### src/rtl/multicycle_ctrl_pkg.sv
// Shared types and field-position helpers for the multicycle control FSM.
// Instruction layout (LSB first): fmt[1:0], op[4:2], imm[..:5], then rs and rd at the top.
package multicycle_ctrl_pkg;

  typedef enum logic [2:0] {
    S_IDLE  = 3'd0,
    S_FETCH = 3'd1,
    S_LOAD  = 3'd2,
    S_EXEC  = 3'd3,
    S_STORE = 3'd4
  } state_e;

  typedef enum logic [1:0] {
    FMT_R    = 2'b00,
    FMT_I    = 2'b01,
    FMT_MOVI = 2'b10,
    FMT_ILL  = 2'b11
  } fmt_e;

  localparam int FMT_LSB = 0;
  localparam int OP_LSB  = 2;
  localparam int IMM_LSB = 5;

  function automatic int rd_msb(input int instr_w);
    return instr_w - 1;
  endfunction

  function automatic int rs_msb(input int instr_w, input int reg_aw);
    return instr_w - reg_aw - 1;
  endfunction

  function automatic int imm_width(input int instr_w, input int reg_aw);
    return instr_w - reg_aw - 5;
  endfunction

endpackage

### src/rtl/multicycle_ctrl_if.sv
// Instruction-source / datapath-control bundle of the multicycle controller.
// master = instruction source, slave = the controller.
interface multicycle_ctrl_if #(
  parameter int DATA_W   = 16,
  parameter int INSTR_W  = 16,
  parameter int NUM_REGS = 8,
  parameter int CNT_W    = 16
);
  localparam int REG_AW = $clog2(NUM_REGS);

  logic                start;
  logic [INSTR_W-1:0]  instruction;
  logic                hold;
  logic                en_i;
  logic                en_s;
  logic                en_c;
  logic [NUM_REGS-1:0] reg_en;
  logic [2:0]          alu_sel;
  logic [REG_AW:0]     mux_sel;
  logic [DATA_W-1:0]   imm_val;
  logic                busy;
  logic                done;
  logic                illegal;
  logic [CNT_W-1:0]    retired_cnt;

  modport master (
    output start, instruction, hold,
    input  en_i, en_s, en_c, reg_en, alu_sel, mux_sel, imm_val,
           busy, done, illegal, retired_cnt
  );

  modport slave (
    input  start, instruction, hold,
    output en_i, en_s, en_c, reg_en, alu_sel, mux_sel, imm_val,
           busy, done, illegal, retired_cnt
  );

endinterface

### src/rtl/multicycle_ctrl_dec.sv
// Combinational decode of the latched instruction: field extract,
// immediate extension and one-hot destination register select.
module multicycle_ctrl_dec
  import multicycle_ctrl_pkg::*;
#(
  parameter int DATA_W       = 16,
  parameter int INSTR_W      = 16,
  parameter int NUM_REGS     = 8,
  parameter int SIGN_EXT_IMM = 0
) (
  input  logic [INSTR_W-1:0]            ir,
  output fmt_e                          fmt,
  output logic [2:0]                    op,
  output logic [$clog2(NUM_REGS)-1:0]   rd,
  output logic [$clog2(NUM_REGS)-1:0]   rs,
  output logic [DATA_W-1:0]             imm_ext,
  output logic [NUM_REGS-1:0]           rd_onehot
);
  localparam int REG_AW = $clog2(NUM_REGS);
  localparam int RD_MSB = rd_msb(INSTR_W);
  localparam int RS_MSB = rs_msb(INSTR_W, REG_AW);
  localparam int IMM_W  = imm_width(INSTR_W, REG_AW);

  logic [IMM_W-1:0] imm;

  assign fmt = fmt_e'(ir[FMT_LSB +: 2]);
  assign op  = ir[OP_LSB +: 3];
  assign rd  = ir[RD_MSB -: REG_AW];
  assign rs  = ir[RS_MSB -: REG_AW];
  assign imm = ir[RS_MSB:IMM_LSB];

  // Bit-wise extension keeps this legal when IMM_W == DATA_W (no zero-width replication).
  // NOTE: every variable written in always_comb gets a default first, so no path can infer a latch.
  always_comb begin
    imm_ext            = '0;
    imm_ext[IMM_W-1:0] = imm;
    for (int i = IMM_W; i < DATA_W; i++) begin
      imm_ext[i] = (SIGN_EXT_IMM != 0) & imm[IMM_W-1];
    end
  end

  assign rd_onehot = NUM_REGS'(1) << rd;

endmodule

### src/rtl/multicycle_ctrl.sv
// Multicycle control FSM (FETCH/LOAD/EXEC/STORE) with start/busy/done handshake,
// instruction register, stall input and retired-instruction counter.
module multicycle_ctrl
  import multicycle_ctrl_pkg::*;
#(
  parameter int         DATA_W       = 16,
  parameter int         INSTR_W      = 16,
  parameter int         NUM_REGS     = 8,
  parameter int         CNT_W        = 16,
  parameter int         SIGN_EXT_IMM = 0,
  parameter logic [2:0] PASS_B_OP    = 3'b111
) (
  input logic              clk,
  input logic              reset,
  multicycle_ctrl_if.slave bus
);
  localparam int              REG_AW   = $clog2(NUM_REGS);
  localparam logic [REG_AW:0] MUX_IDLE = '1;
  localparam logic [REG_AW:0] MUX_IMM  = {1'b1, {REG_AW{1'b0}}};

  state_e               state_q, state_d;
  logic [INSTR_W-1:0]   ir_q;
  logic [CNT_W-1:0]     cnt_q;
  logic                 accept;
  logic                 retire;

  fmt_e                 fmt;
  logic [2:0]           op;
  logic [REG_AW-1:0]    rd;
  logic [REG_AW-1:0]    rs;
  logic [DATA_W-1:0]    imm_ext;
  logic [NUM_REGS-1:0]  rd_onehot;

  multicycle_ctrl_dec #(
    .DATA_W       (DATA_W),
    .INSTR_W      (INSTR_W),
    .NUM_REGS     (NUM_REGS),
    .SIGN_EXT_IMM (SIGN_EXT_IMM)
  ) u_dec (
    .ir        (ir_q),
    .fmt       (fmt),
    .op        (op),
    .rd        (rd),
    .rs        (rs),
    .imm_ext   (imm_ext),
    .rd_onehot (rd_onehot)
  );

  // STORE accepts a new request directly so back-to-back instructions have no bubble.
  assign accept = bus.start && !bus.hold && (state_q == S_IDLE || state_q == S_STORE);
  assign retire = (state_q == S_STORE) && !bus.hold && (fmt != FMT_ILL);

  // NOTE: reset is synchronous, so it is simply the first branch inside the clocked block;
  // the IR is a plain register and is cleared with the rest of the state.
  // NOTE: state uses non-blocking assignments so every register sees pre-edge values.
  always_ff @(posedge clk) begin
    if (reset) begin
      state_q <= S_IDLE;
      ir_q    <= '0;
      cnt_q   <= '0;
    end else begin
      state_q <= state_d;
      if (accept) ir_q  <= bus.instruction;
      if (retire) cnt_q <= cnt_q + 1'b1;
    end
  end

  always_comb begin
    state_d = state_q;
    if (!bus.hold) begin
      case (state_q)
        S_IDLE:  if (accept) state_d = S_FETCH;
        S_FETCH: begin
          case (fmt)
            FMT_R, FMT_I: state_d = S_LOAD;
            FMT_MOVI:     state_d = S_EXEC;
            default:      state_d = S_STORE;
          endcase
        end
        S_LOAD:  state_d = S_EXEC;
        S_EXEC:  state_d = S_STORE;
        S_STORE: state_d = accept ? S_FETCH : S_IDLE;
        default: state_d = S_IDLE;
      endcase
    end
  end

  // Moore outputs from state + IR; hold masks the one-shot strobes, reset masks everything.
  always_comb begin
    bus.en_i    = 1'b0;
    bus.en_s    = 1'b0;
    bus.en_c    = 1'b0;
    bus.reg_en  = '0;
    bus.alu_sel = '0;
    bus.mux_sel = MUX_IDLE;
    bus.imm_val = '0;
    bus.done    = 1'b0;
    bus.illegal = 1'b0;
    case (state_q)
      S_FETCH: bus.en_i = 1'b1;
      S_LOAD: begin
        bus.en_s    = 1'b1;
        bus.mux_sel = {1'b0, rd};
      end
      S_EXEC: begin
        bus.en_c    = 1'b1;
        bus.alu_sel = (fmt == FMT_MOVI) ? PASS_B_OP : op;
        if (fmt == FMT_R) begin
          bus.mux_sel = {1'b0, rs};
        end else begin
          bus.mux_sel = MUX_IMM;
          bus.imm_val = imm_ext;
        end
      end
      S_STORE: begin
        bus.done = 1'b1;
        if (fmt == FMT_ILL) bus.illegal = 1'b1;
        else                bus.reg_en  = rd_onehot;
      end
      default: ;
    endcase
    if (bus.hold) begin
      bus.en_i    = 1'b0;
      bus.en_s    = 1'b0;
      bus.en_c    = 1'b0;
      bus.reg_en  = '0;
      bus.done    = 1'b0;
      bus.illegal = 1'b0;
    end
    if (reset) begin
      bus.en_i    = 1'b0;
      bus.en_s    = 1'b0;
      bus.en_c    = 1'b0;
      bus.reg_en  = '0;
      bus.alu_sel = '0;
      bus.mux_sel = MUX_IDLE;
      bus.imm_val = '0;
      bus.done    = 1'b0;
      bus.illegal = 1'b0;
    end
  end

  assign bus.busy        = (state_q != S_IDLE) && !reset;
  assign bus.retired_cnt = reset ? '0 : cnt_q;

endmodule
### src/flat_wrapper.sv
// flat-port wrapper written by rule: the top's interface ports become plain ports
module multicycle_ctrl_flat import multicycle_ctrl_pkg::*;
#(
  parameter int         DATA_W       = 16,
  parameter int         INSTR_W      = 16,
  parameter int         NUM_REGS     = 8,
  parameter int         CNT_W        = 16,
  parameter int         SIGN_EXT_IMM = 0,
  parameter logic [2:0] PASS_B_OP    = 3'b111
)
  (clk, reset, bus_start, bus_instruction, bus_hold, bus_en_i, bus_en_s, bus_en_c, bus_reg_en, bus_alu_sel, bus_mux_sel, bus_imm_val, bus_busy, bus_done, bus_illegal, bus_retired_cnt);
  multicycle_ctrl_if #(.DATA_W(DATA_W), .INSTR_W(INSTR_W), .NUM_REGS(NUM_REGS), .CNT_W(CNT_W)) bus_i ();
  input logic clk;
  input logic reset;
  input wire logic [$bits(bus_i.start)-1:0] bus_start;
  input wire logic [$bits(bus_i.instruction)-1:0] bus_instruction;
  input wire logic [$bits(bus_i.hold)-1:0] bus_hold;
  output wire logic [$bits(bus_i.en_i)-1:0] bus_en_i;
  output wire logic [$bits(bus_i.en_s)-1:0] bus_en_s;
  output wire logic [$bits(bus_i.en_c)-1:0] bus_en_c;
  output wire logic [$bits(bus_i.reg_en)-1:0] bus_reg_en;
  output wire logic [$bits(bus_i.alu_sel)-1:0] bus_alu_sel;
  output wire logic [$bits(bus_i.mux_sel)-1:0] bus_mux_sel;
  output wire logic [$bits(bus_i.imm_val)-1:0] bus_imm_val;
  output wire logic [$bits(bus_i.busy)-1:0] bus_busy;
  output wire logic [$bits(bus_i.done)-1:0] bus_done;
  output wire logic [$bits(bus_i.illegal)-1:0] bus_illegal;
  output wire logic [$bits(bus_i.retired_cnt)-1:0] bus_retired_cnt;
  assign bus_i.start = bus_start;
  assign bus_i.instruction = bus_instruction;
  assign bus_i.hold = bus_hold;
  assign bus_en_i = bus_i.en_i;
  assign bus_en_s = bus_i.en_s;
  assign bus_en_c = bus_i.en_c;
  assign bus_reg_en = bus_i.reg_en;
  assign bus_alu_sel = bus_i.alu_sel;
  assign bus_mux_sel = bus_i.mux_sel;
  assign bus_imm_val = bus_i.imm_val;
  assign bus_busy = bus_i.busy;
  assign bus_done = bus_i.done;
  assign bus_illegal = bus_i.illegal;
  assign bus_retired_cnt = bus_i.retired_cnt;
  multicycle_ctrl #(.DATA_W(DATA_W), .INSTR_W(INSTR_W), .NUM_REGS(NUM_REGS), .CNT_W(CNT_W), .SIGN_EXT_IMM(SIGN_EXT_IMM), .PASS_B_OP(PASS_B_OP)) u_core (.clk(clk), .reset(reset), .bus(bus_i));
endmodule
### config.mk
export PLATFORM = sky130hd
export DESIGN_NAME = multicycle_ctrl_flat
export DESIGN_NICKNAME = d
export VERILOG_FILES = /design/src/rtl/multicycle_ctrl_pkg.sv /design/src/rtl/multicycle_ctrl_if.sv /design/src/rtl/multicycle_ctrl_dec.sv /design/src/rtl/multicycle_ctrl.sv /design/src/flat_wrapper.sv
export SDC_FILE = /design/constraint.sdc
export NUM_CORES = 1
export LEC_CHECK = 0
export ABC_AREA = 1
export CORE_MARGIN = 8
export CORE_UTILIZATION = 30
export DETAILED_ROUTE_END_ITERATION = 12
export PLACE_DENSITY = 0.67
export SLEW_MARGIN = 20
export SYNTH_ARGS = -nofsm -noshare
export SYNTH_HDL_FRONTEND = slang
export SYNTH_SLANG_ARGS = --single-unit
### constraint.sdc
create_clock -name clk -period 1.7 [get_ports clk]
set_input_delay 0.51 -clock clk [delete_from_list [all_inputs] [get_ports clk]]
set_output_delay 0.51 -clock clk [all_outputs]
set_load 0.02 [all_outputs]
==> qor.yml <==
violations: "setup timing"
arrival_ps: 1470
finalMaxSlewViolations: 0
overflow: 0
leakage_uw: 0.00145
clk_path_buf_depth: 2
critPathKind: "flop to primary output"
dieArea_mm2: 0.00947
end_kind: "primary output"
synth_commonest_cells: "65 x nor2_1, 48 x nand2_1, 44 x inv_1"
crit_path_top_delay_cell: "dfxtp_2"
rsz0062_at_grt: "yes"
cts_max_level: 2
grt_max_degree: 21
area.growth.synth_to_final_pct: 80.5
hp-class: "flop to flop"
reg2regPathDepth: 9
finClkSkew_ps: 5.40
design_area_mm2: 0.00358
crit_path_start_kind: "flop"
drc_errors: 0
ys_seq_area_share_pct: 35.3
start_util_pct: 31.1
synth_edf_count: 0
io_buffers: 64
drive_gt1_share_pct: 39.6
period_minus_slack_ps: 1980
worstPathMaxFanout: 6
final_net_count: 442
track_usage_pct: 13.2
yosysUniqueCellTypes: 24
final_util_pct: 56.1
status: "finished, violations left"
grt_pass1_vias: 2335
ys_ff_latch: 35
cts_buffers: 5
slowest_delay_ps: 380
boundaryPins: 73
wl_um: 6720
cts_root_buf: "clkbuf_8"
cts_tree: "built"
fmax_mhz: 506
syn_inst: 315
ir_worst_vdd_v: 0.000386
antenna_found_initial: 0
synth_top_flop_cell: "dfxtp_1"
avgSynthCellArea_um2: 6.30
fp.dieW_um: 97.3
clk_latency_ps: 280
holdBufCountCts: 0
post-dp-hpwl_um: 4740
place_area_mm2: 0.00314
drt-pass1-iter-count: 4
clk_pin_slew_ps: 70
grt_first_pass_wirelength_um: 10900
netlist.area_leader.share_pct: 35.3
die_h_um: 97.3
drt_iter0_drc: 162
viasPerCell: 4.70
synth_area_leaders: "dfxtp_1 35%, nor2_1 12%, nand2_1 9.1%"
holdPathStages: 2
coreArea_mm2: 0.00639
yosys_warnings: 0
setup_viol: 28
whs_ps: 476
timing.max_cap.violations: 0
synthMostInstantiatedCell: "nor2_1"
power_density_mw_per_mm2: 545
worstPathCellList: "nand2_2 -> nor2_4 -> buf_12 -> nand2_8 -> nor3_4 -> buf_6"
timing.final.ws_setup_ps: -277
vias: 2345
synth_area_mm2: 0.00198
diodes: 0
routabilityCongestion: 0.804
dpl_worst_slack_ps: -1130
postRouteAntennaNets: 0
wl_per_cell_um: 13.5
final_hold_viol_count: 0
p_total_uw: 1950
fp-row-count: 29
async_flop_share_pct: 0
period_share_pct: 116
cts.sinks: 35
yosysTopAreaCell: "dfxtp_1"
required_ps: 1190
==> power by group <==
group | internal, uW | switching, uW | total (uW)
combinational | 178 | 234 | 412
clock | 370 | 296 | 666
sequential | 853 | 21.5 | 874
==> per-stage QoR <==
step                      instances  TNS, ps
after global routing            499    -7380
final                           499    -5300
after CTS                       495    -5250
after floorplan                 322     -754
after global placement          484   -48490
after detailed placement        484   -49430
==> critical path: cells and delay by family, from the launching register on <==
| family | cells | cell delay [ps] |
|---|---|---|
| buf+inv | 2 | 260 |
| flops | 1 | 380 |
| simple gates | 4 | 530 |
==> layout make-up <==
type,instances,area (um^2)
tap,77,96.3
fill,589,2810
multi-input combinational,223,1410
timing repair buffer,111,1070
clock buffer,8,100
inverter,45,188
sequential,35,712
==> cells by family (layout without fill, tap and decap cells) <==
group	Yosys count	after routing	share of synthesized area, %
and+or+nand+nor	156	157	34.4
buffers and inverters	65	164	14.4
AOI/OAI and AO/OA	56	56	14.6
DFF	35	35	35.3
adders and majority gates	1	1	0.631
other	1	8	0.189
xor gates and xnor gates	1	1	0.442
==> cells in the final DEF (no fill, tap or decap) <==
master / Yosys / layout
buf_16: 0 / 1
nor2_4: 3 / 30
o211ai_1: 4 / 4
dfxtp_1: 35 / 30
a21oi_1: 27 / 27
buf_2: 3 / 2
nand2_2: 1 / 3
nand4_2: 1 / 1
clkbuf_1: 7 / 1
nor2_2: 1 / 4
clkbuf_16: 0 / 2
inv_2: 1 / 1
nand3_4: 0 / 2
buf_4: 8 / 55
buf_12: 0 / 2
clkinvlp_4: 0 / 1
dfxtp_4: 0 / 2
o21ai_0: 25 / 25
inv_12: 0 / 1
nor2_1: 65 / 35
nand4_1: 6 / 6
ha_1: 1 / 1
nand3_1: 14 / 12
nand2_1: 48 / 43
nor3_2: 0 / 6
nand2_8: 0 / 2
xor2_1: 1 / 1
buf_6: 1 / 32
nor3_1: 16 / 4
conb_1: 1 / 8
dfxtp_2: 0 / 3
inv_1: 44 / 41
inv_4: 0 / 1
clkbuf_8: 0 / 7
nor3_4: 0 / 6
clkdlybuf4s50_1: 0 / 17
nand2_4: 1 / 3
==> state kept, by name, summed over array words and instances, names as in the netlist <==
name	cells
u_core.ir_q	16
u_core.state_q	3
u_core.cnt_q	16
==> metal layers <==
layer	share of wire (%)	GRT usage, %	wire (um)
met5	0	0	0
met4	1.3	3.50	86
met3	5.0	3.70	334
met2	50	22.9	3390
met1	43	15.6	2910
==> path summary, 6_finish.rpt <==
path	from	endpoint	slack (ps)
setup / recovery	u_core.state_q[0]	bus_imm_val[1]	-280
hold / removal	u_core.ir_q[9]	u_core.ir_q[9]	480
setup reg to reg	u_core.state_q[0]	u_core.cnt_q[14]	210
hold reg to reg	u_core.ir_q[9]	u_core.ir_q[9]	480
==> timing repair <==
| action | CTS | global route |
|---|---|---|
| pin swaps | 10 | 8 |
| hold endpoints to repair | 0 | 0 |
| setup endpoints to repair | 54 | 45 |
| gates resized for setup | 263 | 65 |
| gates cloned | 0 | 4 |
| buffers inserted | 3 | 3 |
(Power assumes the default switching activity.)
